[config.mk]
export PLATFORM = sky130hd
export DESIGN_NAME = sprite_dma_ctrl
export DESIGN_NICKNAME = d
export VERILOG_FILES = /design/src/rtl/sprite_dma_ctrl.sv
export SDC_FILE = /design/constraint.sdc
export NUM_CORES = 1
export LEC_CHECK = 0
export ABC_AREA = 1
export BUFFER_PORTS_ARGS = -buffer_cell sky130_fd_sc_hd__buf_2
export CORE_AREA = 10 10 69 71
export CTS_CLUSTER_DIAMETER = 60
export DETAILED_ROUTE_END_ITERATION = 12
export DIE_AREA = 0 0 79 81
export PLACE_DENSITY_LB_ADDON = 0.12
export RECOVER_POWER = 100
export SKIP_CTS_REPAIR_TIMING = 1
export SYNTH_ARGS = -nofsm -noshare
export SYNTH_HDL_FRONTEND = slang
export SYNTH_SLANG_ARGS = --single-unit
[constraint.sdc]
create_clock -name clk -period 1.41 [get_ports clk]
set_input_delay 0.141 -clock clk [delete_from_list [all_inputs] [get_ports clk]]
set_output_delay 0.141 -clock clk [all_outputs]
set_load 0.01 [all_outputs]
[src/rtl/sprite_dma_ctrl.sv]
// -----------------------------------------------------------------------------
// sprite_dma_ctrl
//
// Purpose
//   Owns the shared register bus of NUM_SPRITES sprite units (10 bytes each:
//   rows 0-7, X at 8, Y at 9). On every vsync rising edge with dma_en set, it
//   copies one 16-byte-strided descriptor per sprite from main memory into the
//   sprite units. Outside DMA the CPU talks to the sprites directly through a
//   combinational pass-through. During DMA the CPU is stalled with cpu_wait.
//
// Ports
//   clk, reset            system clock; asynchronous active-low reset
//   vsync, dma_en         frame trigger (synchronous to clk) and its enable
//   dma_page              source page, sampled when a DMA starts
//   cpu_cs/rw/sel/addr/di CPU sprite-bus access (rw: 1 = write)
//   cpu_wait              CPU must hold its access and retry
//   mem_rd, mem_addr      memory read request {page, sprite, byte}, held until
//   mem_grant, mem_data     granted; data arrives the cycle after the grant
//   spr_cs/rw/addr/di     sprite bus (one-hot select, rw: 1 = write)
//   busy, done            DMA in progress / one-cycle pulse after the last write
//
// Configuration
//   SPRITE_DMA_MASK_EN    adds input spr_mask[NUM_SPRITES-1:0], sampled at DMA
//                         start; a set bit skips that sprite entirely. When
//                         every sprite is masked, the edge goes straight to DONE.
// -----------------------------------------------------------------------------
module sprite_dma_ctrl #(
    parameter int NUM_SPRITES = 4,
    parameter int SEL_W       = 2
) (
    input  logic                   clk,
    input  logic                   reset,
    input  logic                   vsync,
    input  logic                   dma_en,
    input  logic [7:0]             dma_page,
    input  logic                   cpu_cs,
    input  logic                   cpu_rw,
    input  logic [SEL_W-1:0]       cpu_sel,
    input  logic [3:0]             cpu_addr,
    input  logic [7:0]             cpu_di,
    output logic                   cpu_wait,
    output logic                   mem_rd,
    output logic [15:0]            mem_addr,
    input  logic                   mem_grant,
    input  logic [7:0]             mem_data,
`ifdef SPRITE_DMA_MASK_EN
    input  logic [NUM_SPRITES-1:0] spr_mask,
`endif
    output logic [NUM_SPRITES-1:0] spr_cs,
    output logic                   spr_rw,
    output logic [3:0]             spr_addr,
    output logic [7:0]             spr_di,
    output logic                   busy,
    output logic                   done
);

    localparam logic [3:0] BYTE_LAST = 4'd9;

    typedef enum logic [2:0] {
        ST_IDLE,
        ST_REQ,
        ST_WAIT,
        ST_WRITE,
        ST_DONE
    } state_t;

    // Lowest sprite index >= from whose skip bit is clear.
    // Result bit 4 flags that such a sprite exists; bits 3:0 hold its index.
    function automatic logic [4:0] f_next_spr(input logic [NUM_SPRITES-1:0] skip,
                                              input logic [4:0]             from);
        logic [4:0] res;
        res = 5'd0;
        for (int i = NUM_SPRITES - 1; i >= 0; i--) begin
            if ((5'(i) >= from) && !skip[i]) begin
                res = {1'b1, 4'(i)};
            end
        end
        return res;
    endfunction

    state_t                   r_state;
    state_t                   w_state_nxt;
    logic                     r_vsync_q;
    logic                     w_edge;
    logic                     w_start;
    logic [7:0]               r_page_q;
    logic [3:0]               r_spr_idx;
    logic [3:0]               r_byte_idx;
    logic [3:0]               w_spr_nxt;
    logic [3:0]               w_byte_nxt;
    logic [7:0]               r_data_q;
    logic [NUM_SPRITES-1:0]   w_skip_start;
    logic [NUM_SPRITES-1:0]   w_skip_run;
    logic [4:0]               w_first;
    logic [4:0]               w_next;

    assign w_edge  = vsync & ~r_vsync_q;
    // Edges seen while busy, or with dma_en low, are dropped, not queued.
    assign w_start = (r_state == ST_IDLE) && w_edge && dma_en;

`ifdef SPRITE_DMA_MASK_EN
    logic [NUM_SPRITES-1:0] r_mask_q;

    always_ff @(posedge clk or negedge reset) begin
        if (!reset) begin
            r_mask_q <= '0;
        end else if (w_start) begin
            r_mask_q <= spr_mask;
        end
    end

    assign w_skip_start = spr_mask;
    assign w_skip_run   = r_mask_q;
`else
    assign w_skip_start = '0;
    assign w_skip_run   = '0;
`endif

    assign w_first = f_next_spr(w_skip_start, 5'd0);
    assign w_next  = f_next_spr(w_skip_run, {1'b0, r_spr_idx} + 5'd1);

    // ---------------------------------------------------------------------
    // State register
    // ---------------------------------------------------------------------
    // NOTE: sequential state uses non-blocking assignments so every flop
    // samples the pre-edge value of every other flop, independent of the
    // order in which the simulator evaluates the blocks.
    always_ff @(posedge clk or negedge reset) begin
        if (!reset) begin
            r_state <= ST_IDLE;
        end else begin
            r_state <= w_state_nxt;
        end
    end

    // ---------------------------------------------------------------------
    // Next state and sprite/byte sequencing
    // ---------------------------------------------------------------------
    // NOTE: every signal is given a default before the case statement, so
    // no path leaves a combinational output unassigned and no latch is inferred.
    always_comb begin
        w_state_nxt = r_state;
        w_spr_nxt   = r_spr_idx;
        w_byte_nxt  = r_byte_idx;
        case (r_state)
            ST_IDLE: begin
                if (w_start) begin
                    w_byte_nxt = 4'd0;
                    if (w_first[4]) begin
                        w_spr_nxt   = w_first[3:0];
                        w_state_nxt = ST_REQ;
                    end else begin
                        w_spr_nxt   = 4'd0;
                        w_state_nxt = ST_DONE;
                    end
                end
            end
            ST_REQ: begin
                if (mem_grant) begin
                    w_state_nxt = ST_WAIT;
                end
            end
            ST_WAIT: begin
                w_state_nxt = ST_WRITE;
            end
            ST_WRITE: begin
                if (r_byte_idx == BYTE_LAST) begin
                    w_byte_nxt = 4'd0;
                    if (w_next[4]) begin
                        w_spr_nxt   = w_next[3:0];
                        w_state_nxt = ST_REQ;
                    end else begin
                        w_spr_nxt   = 4'd0;
                        w_state_nxt = ST_DONE;
                    end
                end else begin
                    w_byte_nxt  = r_byte_idx + 4'd1;
                    w_state_nxt = ST_REQ;
                end
            end
            ST_DONE: begin
                w_state_nxt = ST_IDLE;
            end
            default: begin
                w_state_nxt = ST_IDLE;
            end
        endcase
    end

    // ---------------------------------------------------------------------
    // Datapath registers
    // ---------------------------------------------------------------------
    always_ff @(posedge clk or negedge reset) begin
        if (!reset) begin
            r_vsync_q  <= 1'b0;
            r_page_q   <= 8'd0;
            r_spr_idx  <= 4'd0;
            r_byte_idx <= 4'd0;
            r_data_q   <= 8'd0;
        end else begin
            r_vsync_q  <= vsync;
            r_spr_idx  <= w_spr_nxt;
            r_byte_idx <= w_byte_nxt;
            // The page is frozen for the whole transfer; later dma_page
            // changes only matter for the next frame.
            if (w_start) begin
                r_page_q <= dma_page;
            end
            if (r_state == ST_WAIT) begin
                r_data_q <= mem_data;
            end
        end
    end

    // ---------------------------------------------------------------------
    // Outputs and bus arbitration
    // ---------------------------------------------------------------------
    assign busy     = (r_state == ST_REQ) || (r_state == ST_WAIT) || (r_state == ST_WRITE);
    assign done     = (r_state == ST_DONE);
    assign mem_rd   = (r_state == ST_REQ);
    // Built straight from the index registers, so it stays stable for as
    // long as a request waits for its grant.
    assign mem_addr = {r_page_q, r_spr_idx, r_byte_idx};
    assign cpu_wait = busy & cpu_cs;

    always_comb begin
        spr_cs   = '0;
        spr_rw   = 1'b0;
        spr_addr = 4'd0;
        spr_di   = 8'd0;
        if (r_state == ST_WRITE) begin
            for (int i = 0; i < NUM_SPRITES; i++) begin
                spr_cs[i] = (r_spr_idx == 4'(i));
            end
            spr_rw   = 1'b1;
            spr_addr = r_byte_idx;
            spr_di   = r_data_q;
        end else if (!busy) begin
            // Pass-through: an out-of-range cpu_sel selects nothing, so the
            // access is silently dropped rather than stalled.
            for (int i = 0; i < NUM_SPRITES; i++) begin
                spr_cs[i] = cpu_cs && (32'(cpu_sel) == 32'(i));
            end
            spr_rw   = cpu_rw;
            spr_addr = cpu_addr;
            spr_di   = cpu_di;
        end
    end

endmodule

==> metrics.yaml <==
rr_worst_depth: 8
clock_skew_ps: 3.266
insertion_delay_ps: 310
synthCells: 187
die-area_mm2: 0.006399
timing.final.ws_setup_ps: -197.3
vias: 1468
drtIter0Drc: 44
grt_pass1_vias: 1424
core_area_mm2: 0.003523
grt_pass1_wl_mm: 6.258
post_drt_wl_per_cell_um: 12.13
timing.final.crit_share_pct: 114.0
holdPathStages: 3
period_needed_ps: 1607
track_usage_pct: 11.78
ys_seq_area_share_pct: 42.90
final_area_mm2: 0.002063
slew_headroom_pct: 57.57
total_power_mw: 3.701
gp_congestion: 0.7532
clkTransAtPathRegs_ps: 130
routed_wl_mm: 3.907
path_max_fanout: 6
ys_ff_latch: 26
start_util_pct: 43.04
fmax_ghz: 0.6222
num_antenna_cells: 0
grt_max_degree: 27
irDropWorstVdd_mv: 0.7378
drtAntennaViolNets: 0
pre_cts_slack_ps: 76.06
grt_antenna_before_repair: 0
layout_common_cells: "nand2_1 (65), buf_2 (57), dfrtp_1 (23), nand3_1 (18)"
grt_overflow: 0
worstPathArrival_ps: 1470
clock-sinks: 26
setup_violations: 20
syn_area_mm2: 0.001516
worstSetupEndpointType: "output port"
cp_data_required_time_ps: 1270
maxCapViolations: 0
powerDensity_mw_per_mm2: 1794
hold_viol_final: 0
cts_tree: "built"
synth_cell_types: 27
clockBufferDepth: 2
rows: 22
synth_area_per_cell_um2: 8.109
drive_gt1_share_pct: 36.86
die_x_um: 79
place_area_mm2: 0.001942
dr.pass1.iters: 4
p_leak_nw: 1.164
worst_slew_pin_slew_ps: 636.5
worst-setup-path-type: "flip-flop to output port"
status: "complete, but fails checks"
viasPerCell: 4.559
slew_violations: 0
failed_checks: "setup timing"
dp_hpwl_mm: 3.163
root_buffer: "clkbuf_4"
yosys_warnings: 0
dieHeight_um: 81
syn_to_final_growth_pct: 36.06
ios: 74
cts_buffers: 3
fillers: 383
startpoint_type: "flip-flop"
final_common_cell: "nand2_1"
rsz0062_at_grt: "yes"
whs_ps: 11.30
h-tree-depth: 1
drc: 0
hp-class: "input port to flip-flop"
fin_nets: 320
io_buffers: 71
[area by class of cell]
cell class                 instances  area [µm²]  share of cell area, %
multi-input combinational        139       773.2                  37.48
clock buffer                       3       22.52                  1.092
tap                               48       60.06                  2.911
sequential                        26       654.4                  31.72
inverter                          17       68.82                  3.335
timing repair buffer              89       484.2                  23.47
[cells in the mapped netlist, drive strengths merged]
library cell,n,area share (%)
nand3,20,6.9
xor2,1,0.58
o22ai,1,0.41
ha,7,5.8
nor3,1,0.33
conb,1,0.25
o21ai,9,3.0
a22o,9,5.5
a21oi,1,0.58
dfrtp,26,43
nand4,1,0.41
nand2,72,18
buf,6,3.5
xnor2,1,0.58
inv,17,4.4
nor2,14,6.4
[cell families (layout without fill, tap and decap cells)]
logic type | Yosys count | after routing | synth area share [%]
buffers and inverters | 23 | 109 | 7.920
other | 1 | 2 | 0.2473
AND/OR/NAND/NOR | 108 | 108 | 32.51
flip-flops | 26 | 26 | 42.90
adder cells (fa/ha/maj) | 7 | 7 | 5.775
XOR/XNOR | 2 | 2 | 1.155
AO/OA/AOI/OAI | 20 | 20 | 9.489
[power breakdown]
group / switching, mW / leakage, nW / total (mW) / internal, mW
registers: 0.245 / 0.325 / 1.30 / 1.06
logic: 1.20 / 0.825 / 2.09 / 0.893
clock network: 0.207 / 0.0138 / 0.307 / 0.100
[critical path: stages, from the launching register on]
cell and delay [ps]:
dfrtp_2 480, nand2_2 110, nor2_4 40, buf_4 160
a22o_2 230, buf_2 130
[state kept, by name, indices dropped and copies added, names as in the netlist]
register	count
r_byte_idx	4
r_data_q	8
r_page_q	8
r_spr_idx	2
r_state	3
r_vsync_q	1
[per-stage QoR]
| stage | util, % | cells | TNS (ps) |
|---|---|---|---|
| after floorplan | - | 188 | 0 |
| after global placement | 55.11 | 309 | 0 |
| after detailed placement | 55.11 | 309 | 0 |
| after CTS | 55.75 | 312 | -4854 |
| after global routing | 58.56 | 322 | -4725 |
| final | 58.56 | 322 | -2653 |
[layer usage]
metal,track usage (%),share of wire [%],vias to the layer above
met2,20.15,48,41
li1,-,-,771
met5,0,0,-
met4,4.301,0.38,0
met1,13.15,43,654
met3,4.415,8.5,2
[worst paths after layout]
check	startpoint	slack, ps	to
max in group asynchronous	reset	600	r_state[0]$_DFFE_PN0P_
hold reg to reg	r_page_q[1]$_DFFE_PN0P_	490	r_page_q[1]$_DFFE_PN0P_
setup / recovery	r_state[0]$_DFFE_PN0P_	-200	spr_di[1]
hold / removal	dma_page[2]	10	r_page_q[2]$_DFFE_PN0P_
setup reg to reg	r_state[0]$_DFFE_PN0P_	90	r_spr_idx[1]$_DFFE_PN0P_
min in group asynchronous	reset	350	r_page_q[3]$_DFFE_PN0P_
(Power assumes the default switching activity.)
